<file path="config.mk">
export PLATFORM = sky130hd
export DESIGN_NAME = constant_pattern_gen
export DESIGN_NICKNAME = d
export VERILOG_FILES = /design/src/rtl/constant_pattern_pkg.sv /design/src/rtl/bit_scatter.sv /design/src/rtl/constant_pattern_gen.sv
export SDC_FILE = /design/constraint.sdc
export NUM_CORES = 1
export LEC_CHECK = 0
export ABC_AREA = 1
export ABC_CLOCK_PERIOD_IN_PS = 1700
export CAP_MARGIN = 0
export CORE_MARGIN = 4
export CORE_UTILIZATION = 50
export CTS_CLUSTER_DIAMETER = 60
export DETAILED_ROUTE_END_ITERATION = 8
export DONT_BUFFER_PORTS = 1
export MAX_ROUTING_LAYER = met4
export RECOVER_POWER = 100
export SLEW_MARGIN = 20
export SYNTH_ARGS = -nofsm -noshare
export SYNTH_HDL_FRONTEND = slang
export SYNTH_HIERARCHICAL = 1
export SYNTH_SLANG_ARGS = --single-unit
</file>
<file path="constraint.sdc">
create_clock -name clk_i -period 1.7 [get_ports clk_i]
set_input_delay 0.17 -clock clk_i [delete_from_list [all_inputs] [get_ports clk_i]]
set_output_delay 0.17 -clock clk_i [all_outputs]
set_load 0.01 [all_outputs]
</file>
<file path="src/rtl/constant_pattern_pkg.sv">
// -----------------------------------------------------------------------------
// constant_pattern_pkg
// Elaboration-time helpers shared by the constant pattern generator:
//   count_ones(mask)     - number of set bits in a mask
//   free_index(mask, k)  - position of the k-th clear bit (ascending), -1 if none
//   care_index(mask, j)  - position of the j-th set bit (ascending), -1 if none
//   state_t              - generator FSM state encoding
// Optional feature macro: CONSTANT_PATTERN_GEN_NEGATIVE_EN adds the NEG state.
// -----------------------------------------------------------------------------
package constant_pattern_pkg;

  // Masks are passed zero- or one-extended to this width, so the helpers work
  // for any pattern width up to 31 bits.
  localparam int MASK_W = 32;

  function automatic int count_ones(input logic [MASK_W-1:0] mask);
    int n;
    n = 0;
    for (int i = 0; i < MASK_W; i++) begin
      if (mask[i]) n++;
    end
    return n;
  endfunction

  // Callers pad bits above the pattern width with ones so they never count
  // as free positions.
  function automatic int free_index(input logic [MASK_W-1:0] mask, input int k);
    int seen;
    int pos;
    seen = 0;
    pos  = -1;
    for (int i = 0; i < MASK_W; i++) begin
      if (!mask[i]) begin
        if (seen == k && pos < 0) pos = i;
        seen++;
      end
    end
    return pos;
  endfunction

  function automatic int care_index(input logic [MASK_W-1:0] mask, input int j);
    int seen;
    int pos;
    seen = 0;
    pos  = -1;
    for (int i = 0; i < MASK_W; i++) begin
      if (mask[i]) begin
        if (seen == j && pos < 0) pos = i;
        seen++;
      end
    end
    return pos;
  endfunction

`ifdef CONSTANT_PATTERN_GEN_NEGATIVE_EN
  typedef enum logic [1:0] {
    ST_IDLE = 2'd0,
    ST_POS  = 2'd1,
    ST_NEG  = 2'd2,
    ST_DONE = 2'd3
  } state_t;
`else
  typedef enum logic [1:0] {
    ST_IDLE = 2'd0,
    ST_POS  = 2'd1,
    ST_DONE = 2'd3
  } state_t;
`endif

endpackage

</file>
<file path="src/rtl/bit_scatter.sv">
// -----------------------------------------------------------------------------
// bit_scatter
// Combinational scatter: the i-th low bit of `dense` lands on the i-th set bit
// of MASK (ascending); the result is ORed with the constant BASE.
// The caller guarantees popcount(MASK) <= DW.
// Ports:
//   dense - packed source bits
//   word  - scattered word
// -----------------------------------------------------------------------------
module bit_scatter #(
  parameter int           W    = 8,
  parameter int           DW   = 1,
  parameter logic [W-1:0] MASK = '0,
  parameter logic [W-1:0] BASE = '0
) (
  input  logic [DW-1:0] dense,
  output logic [W-1:0]  word
);

  // Number of MASK bits strictly below pos = dense index feeding bit pos.
  function automatic int rank_below(input int pos);
    int n;
    n = 0;
    for (int i = 0; i < W; i++) begin
      if (i < pos && MASK[i]) n++;
    end
    return n;
  endfunction

  for (genvar i = 0; i < W; i++) begin : g_bit
    if (MASK[i]) begin : g_swept
      assign word[i] = BASE[i] | dense[rank_below(i)];
    end else begin : g_fixed
      assign word[i] = BASE[i];
    end
  end

endmodule

</file>
<file path="src/rtl/constant_pattern_gen.sv">
// -----------------------------------------------------------------------------
// constant_pattern_gen
// Emits, as a valid/ready stream, every word a constant-comparison decoder
// with the same CMP_ENABLES/EXP_RESULT pair accepts: care bits fixed to
// EXP_RESULT, the lowest min(F, MAX_FREE_BITS) don't-care bits swept by a
// counter, remaining don't-care bits held at 0.
// Optional macro CONSTANT_PATTERN_GEN_NEGATIVE_EN: after the positive sweep,
// emit one negative word per care bit (that bit inverted, exp_match_o=0).
// Ports:
//   clk_i        - clock, rising edge
//   arst_i       - asynchronous active-high reset
//   start_i      - begin a sweep (sampled in IDLE only)
//   pat_o        - current pattern, valid while pat_valid_o
//   exp_match_o  - 1 for a positive pattern, 0 for a negative one
//   pat_valid_o  - pattern available
//   pat_ready_i  - consumer accepts pattern
//   busy_o       - sweep in progress (including the DONE cycle)
//   done_o       - one-cycle pulse after the last transfer
// -----------------------------------------------------------------------------
module constant_pattern_gen
  import constant_pattern_pkg::*;
#(
  parameter int                  IP_WIDTH      = 10,
  parameter logic [IP_WIDTH-1:0] CMP_ENABLES   = 'h0C3,
  parameter logic [IP_WIDTH-1:0] EXP_RESULT    = 'h082,
  parameter int                  MAX_FREE_BITS = 8
) (
  input  logic                clk_i,
  input  logic                arst_i,
  input  logic                start_i,
  output logic [IP_WIDTH-1:0] pat_o,
  output logic                exp_match_o,
  output logic                pat_valid_o,
  input  logic                pat_ready_i,
  output logic                busy_o,
  output logic                done_o
);

  localparam int NC = count_ones(MASK_W'(CMP_ENABLES));
  localparam int F  = IP_WIDTH - NC;
  localparam int FS = (F < MAX_FREE_BITS) ? F : MAX_FREE_BITS;
  localparam int SW = (FS > 0) ? FS : 1;
`ifdef CONSTANT_PATTERN_GEN_NEGATIVE_EN
  // The counter also indexes care bits in NEG, so it must reach NC.
  localparam int NW = $clog2(NC + 1);
  localparam int CW = (FS + 1 > NW) ? FS + 1 : NW;
`else
  localparam int CW = FS + 1;
`endif

  localparam logic [IP_WIDTH-1:0] BASE    = EXP_RESULT & CMP_ENABLES;
  // One extra counter bit lets the last positive transfer be detected as
  // cnt+1 == 2^FS without wrapping.
  localparam logic [CW-1:0]       POS_END = CW'(1) << FS;

  // Positions of the first FS free (don't-care) bits.
  function automatic logic [IP_WIDTH-1:0] sweep_mask(input logic [IP_WIDTH-1:0] care);
    logic [MASK_W-1:0]   padded;
    logic [IP_WIDTH-1:0] m;
    padded = '1;
    for (int i = 0; i < IP_WIDTH; i++) padded[i] = care[i];
    m = '0;
    for (int i = 0; i < IP_WIDTH; i++) begin
      for (int k = 0; k < FS; k++) begin
        if (free_index(padded, k) == i) m[i] = 1'b1;
      end
    end
    return m;
  endfunction

  localparam logic [IP_WIDTH-1:0] SWEEP_MASK = sweep_mask(CMP_ENABLES);

  state_t              state;
  logic [CW-1:0]       cnt;
  logic [CW-1:0]       cnt_inc;
  logic                xfer;
  logic [SW-1:0]       dense;
  logic [IP_WIDTH-1:0] scat_word;

  assign cnt_inc = cnt + CW'(1);
  assign xfer    = pat_valid_o & pat_ready_i;

  // Pattern for the count that will be current after this edge: 0 when
  // starting from IDLE, cnt+1 when advancing inside POS.
  assign dense = (state == ST_POS) ? cnt_inc[SW-1:0] : '0;

  bit_scatter #(
    .W    (IP_WIDTH),
    .DW   (SW),
    .MASK (SWEEP_MASK),
    .BASE (BASE)
  ) u_scatter (
    .dense (dense),
    .word  (scat_word)
  );

`ifdef CONSTANT_PATTERN_GEN_NEGATIVE_EN
  // One-hot selecting the j-th care bit (ascending).
  function automatic logic [IP_WIDTH-1:0] care_bit(input logic [IP_WIDTH-1:0] care,
                                                   input int j);
    logic [IP_WIDTH-1:0] r;
    r = '0;
    for (int i = 0; i < IP_WIDTH; i++) begin
      if (care_index(MASK_W'(care), j) == i) r[i] = 1'b1;
    end
    return r;
  endfunction

  logic [CW-1:0]       neg_idx;
  logic [IP_WIDTH-1:0] neg_flip;

  // Index of the next negative word: 0 on entry from POS, cnt+1 inside NEG.
  assign neg_idx = (state == ST_NEG) ? cnt_inc : '0;

  always_comb begin
    // NOTE: default first so every path assigns neg_flip and no latch is inferred.
    neg_flip = '0;
    for (int j = 0; j < NC; j++) begin
      if (neg_idx == CW'(j)) neg_flip = care_bit(CMP_ENABLES, j);
    end
  end
`endif

  // NOTE: all state and registered outputs use non-blocking assignments so
  // every register samples pre-edge values regardless of statement order.
  always_ff @(posedge clk_i or posedge arst_i) begin
    if (arst_i) begin
      state       <= ST_IDLE;
      cnt         <= '0;
      pat_o       <= '0;
      exp_match_o <= 1'b0;
      pat_valid_o <= 1'b0;
      busy_o      <= 1'b0;
      done_o      <= 1'b0;
    end else begin
      done_o <= 1'b0;
      case (state)
        ST_IDLE: begin
          if (start_i) begin
            state       <= ST_POS;
            cnt         <= '0;
            pat_o       <= scat_word;
            exp_match_o <= 1'b1;
            pat_valid_o <= 1'b1;
            busy_o      <= 1'b1;
          end
        end

        ST_POS: begin
          if (xfer) begin
            if (cnt_inc == POS_END) begin
`ifdef CONSTANT_PATTERN_GEN_NEGATIVE_EN
              if (NC > 0) begin
                state       <= ST_NEG;
                cnt         <= '0;
                pat_o       <= BASE ^ neg_flip;
                exp_match_o <= 1'b0;
              end else begin
                state       <= ST_DONE;
                cnt         <= '0;
                pat_o       <= '0;
                exp_match_o <= 1'b0;
                pat_valid_o <= 1'b0;
                done_o      <= 1'b1;
              end
`else
              state       <= ST_DONE;
              cnt         <= '0;
              pat_o       <= '0;
              exp_match_o <= 1'b0;
              pat_valid_o <= 1'b0;
              done_o      <= 1'b1;
`endif
            end else begin
              cnt   <= cnt_inc;
              pat_o <= scat_word;
            end
          end
        end

`ifdef CONSTANT_PATTERN_GEN_NEGATIVE_EN
        ST_NEG: begin
          if (xfer) begin
            if (cnt_inc == CW'(NC)) begin
              state       <= ST_DONE;
              cnt         <= '0;
              pat_o       <= '0;
              pat_valid_o <= 1'b0;
              done_o      <= 1'b1;
            end else begin
              cnt   <= cnt_inc;
              pat_o <= BASE ^ neg_flip;
            end
          end
        end
`endif

        ST_DONE: begin
          state  <= ST_IDLE;
          busy_o <= 1'b0;
        end

        default: state <= ST_IDLE;
      endcase
    end
  end

endmodule

</file>
==> out/metrics.yaml, run 1 <==
synth-warning-count: 6
cell_taking_the_most_area_after_synthesis: "dfrtp_1"
syn_to_final_growth_pct: 1.80
setup.worst_path.end_class: "register"
via_count: 846
filler_cell_count: 207
maximum_fanout_along_the_worst_path: 12
start_util: 0.531
clock-skew-final_ns: 0.0140
gp_routability_congestion: 0.865
synth_adder_area_share: 0.0106
final-hold-violation-count: 0
synth_xor_xnor_area_share: 0
worst-endpoint-arrival_ns: 1.73
required_time_of_the_worst_setup_path_ns: 1.90
clockRootBuffer: "clkbuf_4"
max_cap_violations: 0
syn_area_sq_um: 1180
post-route-drc-count: 0
grt_antenna_before_repair: 0
die_span_y_microns: 56.7
synth_top_cells_by_count: "51 x nand2_1, 22 x dfrtp_1, 13 x nand3_1"
grt_max_degree: 23
number_of_sinks_driven_by_the_clock_tree: 22
finish.instance_area_sq_um: 1210
synthMuxAreaShare: 0
grt_first_pass_wirelength_mm: 3.60
first_global_vias: 827
post-cts-setup-buffer-count: 0
io_buffer_count: 0
post_synth_top_area_share: 0.465
synth.yosys.seq_area_share: 0.465
yosys.cell_count.top_type: "nand2_1"
pwr_density_cell_nw_per_um2: 686
tritoncts.num_buffers: 3
synthArstFlopShare: 1.00
antenna-diode-count: 0
fin_setup_tns_ns: 0
fp-row-count: 17
drtAntennaViolNets: 0
placeableCoreArea_sq_um: 2230
dp_hpwl_mm: 1.53
gr-usage-all-layers: 0.147
status: "finished clean"
path_clk_slew_ns: 0.13
synth_edf_count: 0
crit_path_start_kind: "register"
cellLeakagePower_nw: 0.637
synthDistinctLibCells: 21
grt.overflow.total: 0
synth_simple_gate_area_frac: 0.339
setup_violations: 0
post-route-period-util: 0.899
period_minus_slack_ns: 1.53
synth-compound-area-share: 0.0306
critPathKind: "register to register"
cell_area_reported_after_detailed_placement_sq_um: 1140
routed_wl_mm: 2.07
drive_gt1_frac: 0.151
clock_latency_ns: 0.31
drtIter0Drc: 17
ioPinCount: 18
detailedRoute.firstPassIterationCount: 4
htree_levels: 1
post_synth_main_area_contributors: "dfrtp_1 46%, nand2_1 16%, buf_4 7.6%"
grt_setup_unrepaired: "no"
dominant_combinational_cell_family_by_area_after_synthesis: "simple AND/OR/NAND/NOR gates"
max-vdd-ir-drop_mv: 0.539
synth_area_per_cell_sq_um: 8.01
maxClockFrequency_mhz: 654
synth-main-ff-cell: "dfrtp_1"
final_cell_count_no_fill: 174
fin_util: 0.540
timing.final.max_slew_violations: 0
die_width_microns: 56.7
wire_per_inst_microns: 11.9
fin_total_pwr_mw: 0.827
cts_tree: "done"
hold_class: "input pin to register"
synth.ff_latch_count: 22
ctsLongestPathBuffers: 2
dp.cells: 168
die_area_sq_um: 3210
design.final.nets: 152
synth_cells: 148
routed_via_density: 4.86
[power breakdown]
| part | internal (mW) | total (mW) | switching (mW) |
|---|---|---|---|
| clock | 0.131 | 0.287 | 0.156 |
| sequential | 0.523 | 0.523 | 0 |
| combinational | 0.00500 | 0.0169 | 0.0119 |
[final cells by class]
cell class / count / area [sq um] / share of cell area
clock buffers: 4 / 36.3 / 0.0301
inverters: 14 / 52.6 / 0.0436
flip-flops and latches: 22 / 553 / 0.459
multi-input cells: 99 / 478 / 0.396
well taps: 28 / 35.0 / 0.0290
repair buffers: 7 / 51.3 / 0.0425
[critical path, stage by stage, from the launching register on]
cell	delay, ns
dfrtp_2	0.45
ha_4	0.16
nand2_2	0.05
clkinv_1	0.07
nand2_1	0.06
nand2_2	0.08
inv_2	0.04
nor2_4	0.14
nand4_4	0.18
nand3_1	0.13
nand2_1	0.06
[metal layers]
metal,vias to the layer above,part of all wire,GRT usage
li1,443,-,-
met1,391,0.47,0.187
met2,10,0.48,0.221
met3,2,0.041,0.0345
met4,0,0.0068,0.0678
met5,-,0,-
[registers in the layout, summed over array words and instances, names as in the netlist]
| name | cells |
|---|---|
| busy_o | 1 |
| cnt | 7 |
| done_o | 1 |
| pat_o | 10 |
| pat_valid_o | 1 |
| state | 2 |
[final timing paths]
| kind | cells past startpoint | slack (ns) | start | end |
|---|---|---|---|---|
| min in group asynchronous | 3 | 0.32 | arst_i | pat_o[6] |
| worst min register to register | 1 | 0.48 | state[0] | busy_o |
| worst min-delay path | 2 | 0.04 | pat_ready_i | done_o |
| max in group asynchronous | 3 | 1.14 | arst_i | cnt[4] |
| worst max register to register | 10 | 0.17 | cnt[0] | pat_o[8] |
| worst max-delay path | 10 | 0.17 | cnt[0] | pat_o[8] |
[placed cells by master (no fill, tap or decap)]
cell type,netlist,layout
ha_4,0,1
nand2_2,3,3
clkbuf_4,0,3
nand4_4,1,1
o21ai_0,4,4
inv_1,11,11
clkbuf_2,0,1
clkbuf_8,0,1
o22ai_1,1,1
dfrtp_2,0,2
nor2_4,1,1
inv_2,2,2
clkinv_1,1,1
nand4_1,3,3
dlygate4sd3_1,0,2
buf_4,12,3
a21oi_1,2,2
nor2_2,2,2
nor3_1,1,1
nor2_1,10,10
dfrtp_1,22,20
nand3_2,2,2
conb_1,2,4
nand2_1,51,51
clkbuf_1,0,1
nand3_1,13,13
[metrics by stage]
| stage | setup WS, ns | hold slack, ns |
|---|---|---|
| global placement | 0.135 | 0.114 |
| CTS | 0.0688 | 0.0340 |
| floorplan | 0.256 | 0.159 |
| detailed placement | 0.0894 | 0.114 |
| global route | 0.0197 | 0.0213 |
| finish | 0.172 | 0.0386 |
[what timing repair did]
| action | 4_1_cts | 5_1_grt |
|---|---|---|
| resized for setup | 0 | 5 |
| setup endpoints to repair | 0 | 11 |
| endpoints found under the hold margin | 23 | 0 |
| hold buffers | 2 | 0 |
[logic make-up (layout without fill, tap and decap cells)]
family	count (synthesis)	in the layout
and+or+nand+nor	87	87
buffers and inverters	29	25
DFF	22	22
AOI/OAI and AO/OA	7	7
other	2	4
adders and majority gates	1	1
No activity file was read; power rests on OpenSTA's default activity.
==> run 2, diff against run 1 <==
Settings changed: ABC_AREA 1 to default, MAX_ROUTING_LAYER met4 to default.
==> out/metrics.yaml, run 2 <==
htree_levels: 1  # unchanged
pwr_density_cell_nw_per_um2: 1520  # +120%
ctsLongestPathBuffers: 2  # unchanged
maxClockFrequency_mhz: 609  # -6.9%
synth.yosys.seq_area_share: 0.461  # -0.00389
synth_top_cells_by_count: "30 x nand2_1, 22 x dfrtp_1, 11 x buf_4"
crit_family: "compound AO/OA/AOI/OAI gates"
design.final.nets: 137  # -9.9%
routed_via_density: 5.33  # +9.6%
yosys.cell_count.top_type: "nand2_1"
setup.reg_to_reg.worst_slack_ns: 0.06  # -0.11 ns
post_synth_main_area_contributors: "dfrtp_1 46%, nand2_1 9.4%, buf_4 6.9%"
synth_xor_xnor_area_share: 0.0147  # +0.0147
cp_num_buf_inv: 1  # -1
ff_latch_area_sq_um: 554  # +0.23%
synth-main-ff-cell: "dfrtp_1"
syn_area_sq_um: 1190  # +0.84%
largest_registers: "pat_o x10, cnt x7, state x2"
final-hold-violation-count: 0  # unchanged
drtAntennaViolNets: 0  # unchanged
synth_adder_area_share: 0.0105  # -0.0000885
io_buffer_count: 0  # unchanged
min_from: "start_i"
post-cts-setup-buffer-count: 0  # unchanged
reg2reg_to: "pat_valid_o"
grt_first_pass_wirelength_mm: 3.71  # +2.9%
fin_total_pwr_mw: 1.98  # +140%
status: "finished clean"
cts_tree: "done"
via_count: 847  # +0.12%
routed_wl_mm: 2.17  # +4.5%
die_area_sq_um: 3240  # +0.72%
max-vdd-ir-drop_mv: 0.799  # +48%
crit_path_cell_trace: "a211o_2, o21ai_2, o2111ai_2, buf_4, o31a_2"
hold-path-cell-count: 2  # unchanged
synthArstFlopShare: 1.00  # unchanged
mostFrequentLayoutCells: "30 x nand2_1, 19 x dfrtp_1, 9 x a21oi_2, 7 x buf_4, 5 x nor2_1"
cell_area_reported_after_detailed_placement_sq_um: 1220  # +7.0%
synth-warning-count: 6  # unchanged
cpPeakStageDelay_ns: 0.47  # +0.02 ns
wire_per_inst_microns: 13.6  # +14%
crit_path_start_kind: "register"
clock_latency_ns: 0.32  # about the same
path_clk_slew_ns: 0.13  # about the same
period_minus_slack_ns: 1.64  # +0.114 ns
first_global_vias: 855  # +3.4%
syn_to_final_growth_pct: 9.21
crit_slowest_cell: "dfrtp_2"
gp_routability_congestion: 0.820  # -5.2%
fp-row-count: 17  # unchanged
max_flop_register: "pat_o"
die_width_microns: 56.9  # +0.36%
grt_max_degree: 23  # unchanged
clock-skew-final_ns: 0.00321  # -0.0108 ns
synth_cells: 128  # -14%
synth_area_per_cell_sq_um: 9.34  # +17%
max_cap_violations: 0  # unchanged
ioPinCount: 18  # unchanged
antenna-diode-count: 0  # unchanged
fin_setup_tns_ns: 0  # unchanged
timing.final.max_slew_violations: 0  # unchanged
multi_input_comb_area_sq_um: 539  # +13%
start_util: 0.535  # +0.00448
r2r_start: "cnt[1]"
hold_class: "input pin to register"
required_time_of_the_worst_setup_path_ns: 1.92  # +0.02 ns
setup_violations: 0  # unchanged
dp_hpwl_mm: 1.52  # -0.84%
die_span_y_microns: 56.9  # +0.36%
filler_cell_count: 203  # -1.9%
post-route-period-util: 0.966  # +0.0670
clockRootBuffer: "clkbuf_4"
leading_cell_type_in_the_layout_fill_and_taps_excluded: "nand2_1"
number_of_sinks_driven_by_the_clock_tree: 22  # unchanged
drive_gt1_frac: 0.290  # +0.139
grt_setup_unrepaired: "yes"
placeableCoreArea_sq_um: 2230  # unchanged
fin_util: 0.584  # +0.0443
critPathKind: "register to register"
hold-path-endpoint: "busy_o"
cellLeakagePower_nw: 0.572  # -10%
post_synth_top_area_share: 0.461  # -0.00389
synth_simple_gate_area_frac: 0.200  # -0.139
dominant_combinational_cell_family_by_area_after_synthesis: "simple AND/OR/NAND/NOR gates"
max-slew-margin-rel: 0.197
cell_taking_the_most_area_after_synthesis: "dfrtp_1"
finish.instance_area_sq_um: 1310  # +8.2%
grt_antenna_before_repair: 0  # unchanged
gr-usage-all-layers: 0.146  # -0.00124
grt.overflow.total: 0  # unchanged
setup.worst_path.end_class: "register"
rr_worst_depth: 5  # -5
synth_edf_count: 0  # unchanged
worst-endpoint-arrival_ns: 1.87  # +0.14 ns
tritoncts.num_buffers: 3  # unchanged
synth.ff_latch_count: 22  # unchanged
tightest_slew_ns: 1.20
synthMuxAreaShare: 0.0188  # +0.0188
detailedRoute.firstPassIterationCount: 4  # unchanged
synth-compound-area-share: 0.180  # +0.149
largest_register_ffs: 10  # unchanged
maximum_fanout_along_the_worst_path: 5  # -7
synthDistinctLibCells: 41  # +95%
drtIter0Drc: 11  # -6
post-route-drc-count: 0  # unchanged
[run 2: cell count changes after synthesis, moves of 5 or more]
cell	before	now
nand3_1	13	2
a21oi_2	0	9
inv_1	11	4
nor2_1	10	5
nand2_1	51	30
[run 2: cell type report]
class,count,share of cell area
Inverter,5,0.0144
Timing Repair Buffer,13,0.0805
Clock buffer,3,0.0173
Tap cell,28,0.0268
Sequential cell,22,0.425
Clock inverter,1,0.0230
Multi-Input combinational cell,87,0.413
[run 2: power breakdown]
part           internal [mW]  switching [mW]
combinational          0.304           0.350
sequential             0.706           0.210
clock                  0.239           0.176
[run 2: per-stage QoR]
stage	setup slack [ns]	hold WS (ns)	instances
5_1_grt	-0.0552	0.0270	159
6_report	0.0577	0.0132	159
4_1_cts	0.0255	0.0210	159
3_3_place_gp	0.0980	0.111	153
3_5_place_dp	0.0493	0.117	153
2_1_floorplan	0.114	0.159	130
[run 2: worst max-delay path by stage]
stage / startpoint / to / slack (ns) / cells after the start
finish: cnt[1] / pat_valid_o / 0.06 / 5
global route: cnt[1] / cnt[6] / -0.06 / 6
floorplan: cnt[0] / pat_o[0] / 0.11 / 6
CTS: cnt[0] / cnt[6] / 0.03 / 6
detailed placement: cnt[0] / pat_valid_o / 0.05 / 5
global placement: cnt[0] / pat_valid_o / 0.1 / 5
[run 2: metal layers]
layer / up-vias / share of wire / GRT usage
met5: - / 0 / 0
met4: 0 / 0.024 / 0.0497
met3: 5 / 0.036 / 0.0414
met2: 12 / 0.48 / 0.233
met1: 409 / 0.46 / 0.187
li1: 421 / - / -
[run 2: what timing repair did]
action,CTS,global route
hold buffers,2,0
resized for setup,0,7
endpoints found under the hold margin,23,0
endpoints found under the setup margin,0,15
[run 2: cell families after synthesis]
kind of cell / after synthesis
AND/OR/NAND/NOR: 50
flip-flops: 22
adder cells (fa/ha/maj): 1
AO/OA/AOI/OAI: 28
buffers and inverters: 21
other: 2
XOR/XNOR: 2
multiplexers: 2
==> run 3, diff against run 2 <==
Settings changed: CTS_CLUSTER_DIAMETER 60 to 40.
==> results of run 3 <==
No change in the layout: final DEF, timing and power equal those of run 2.
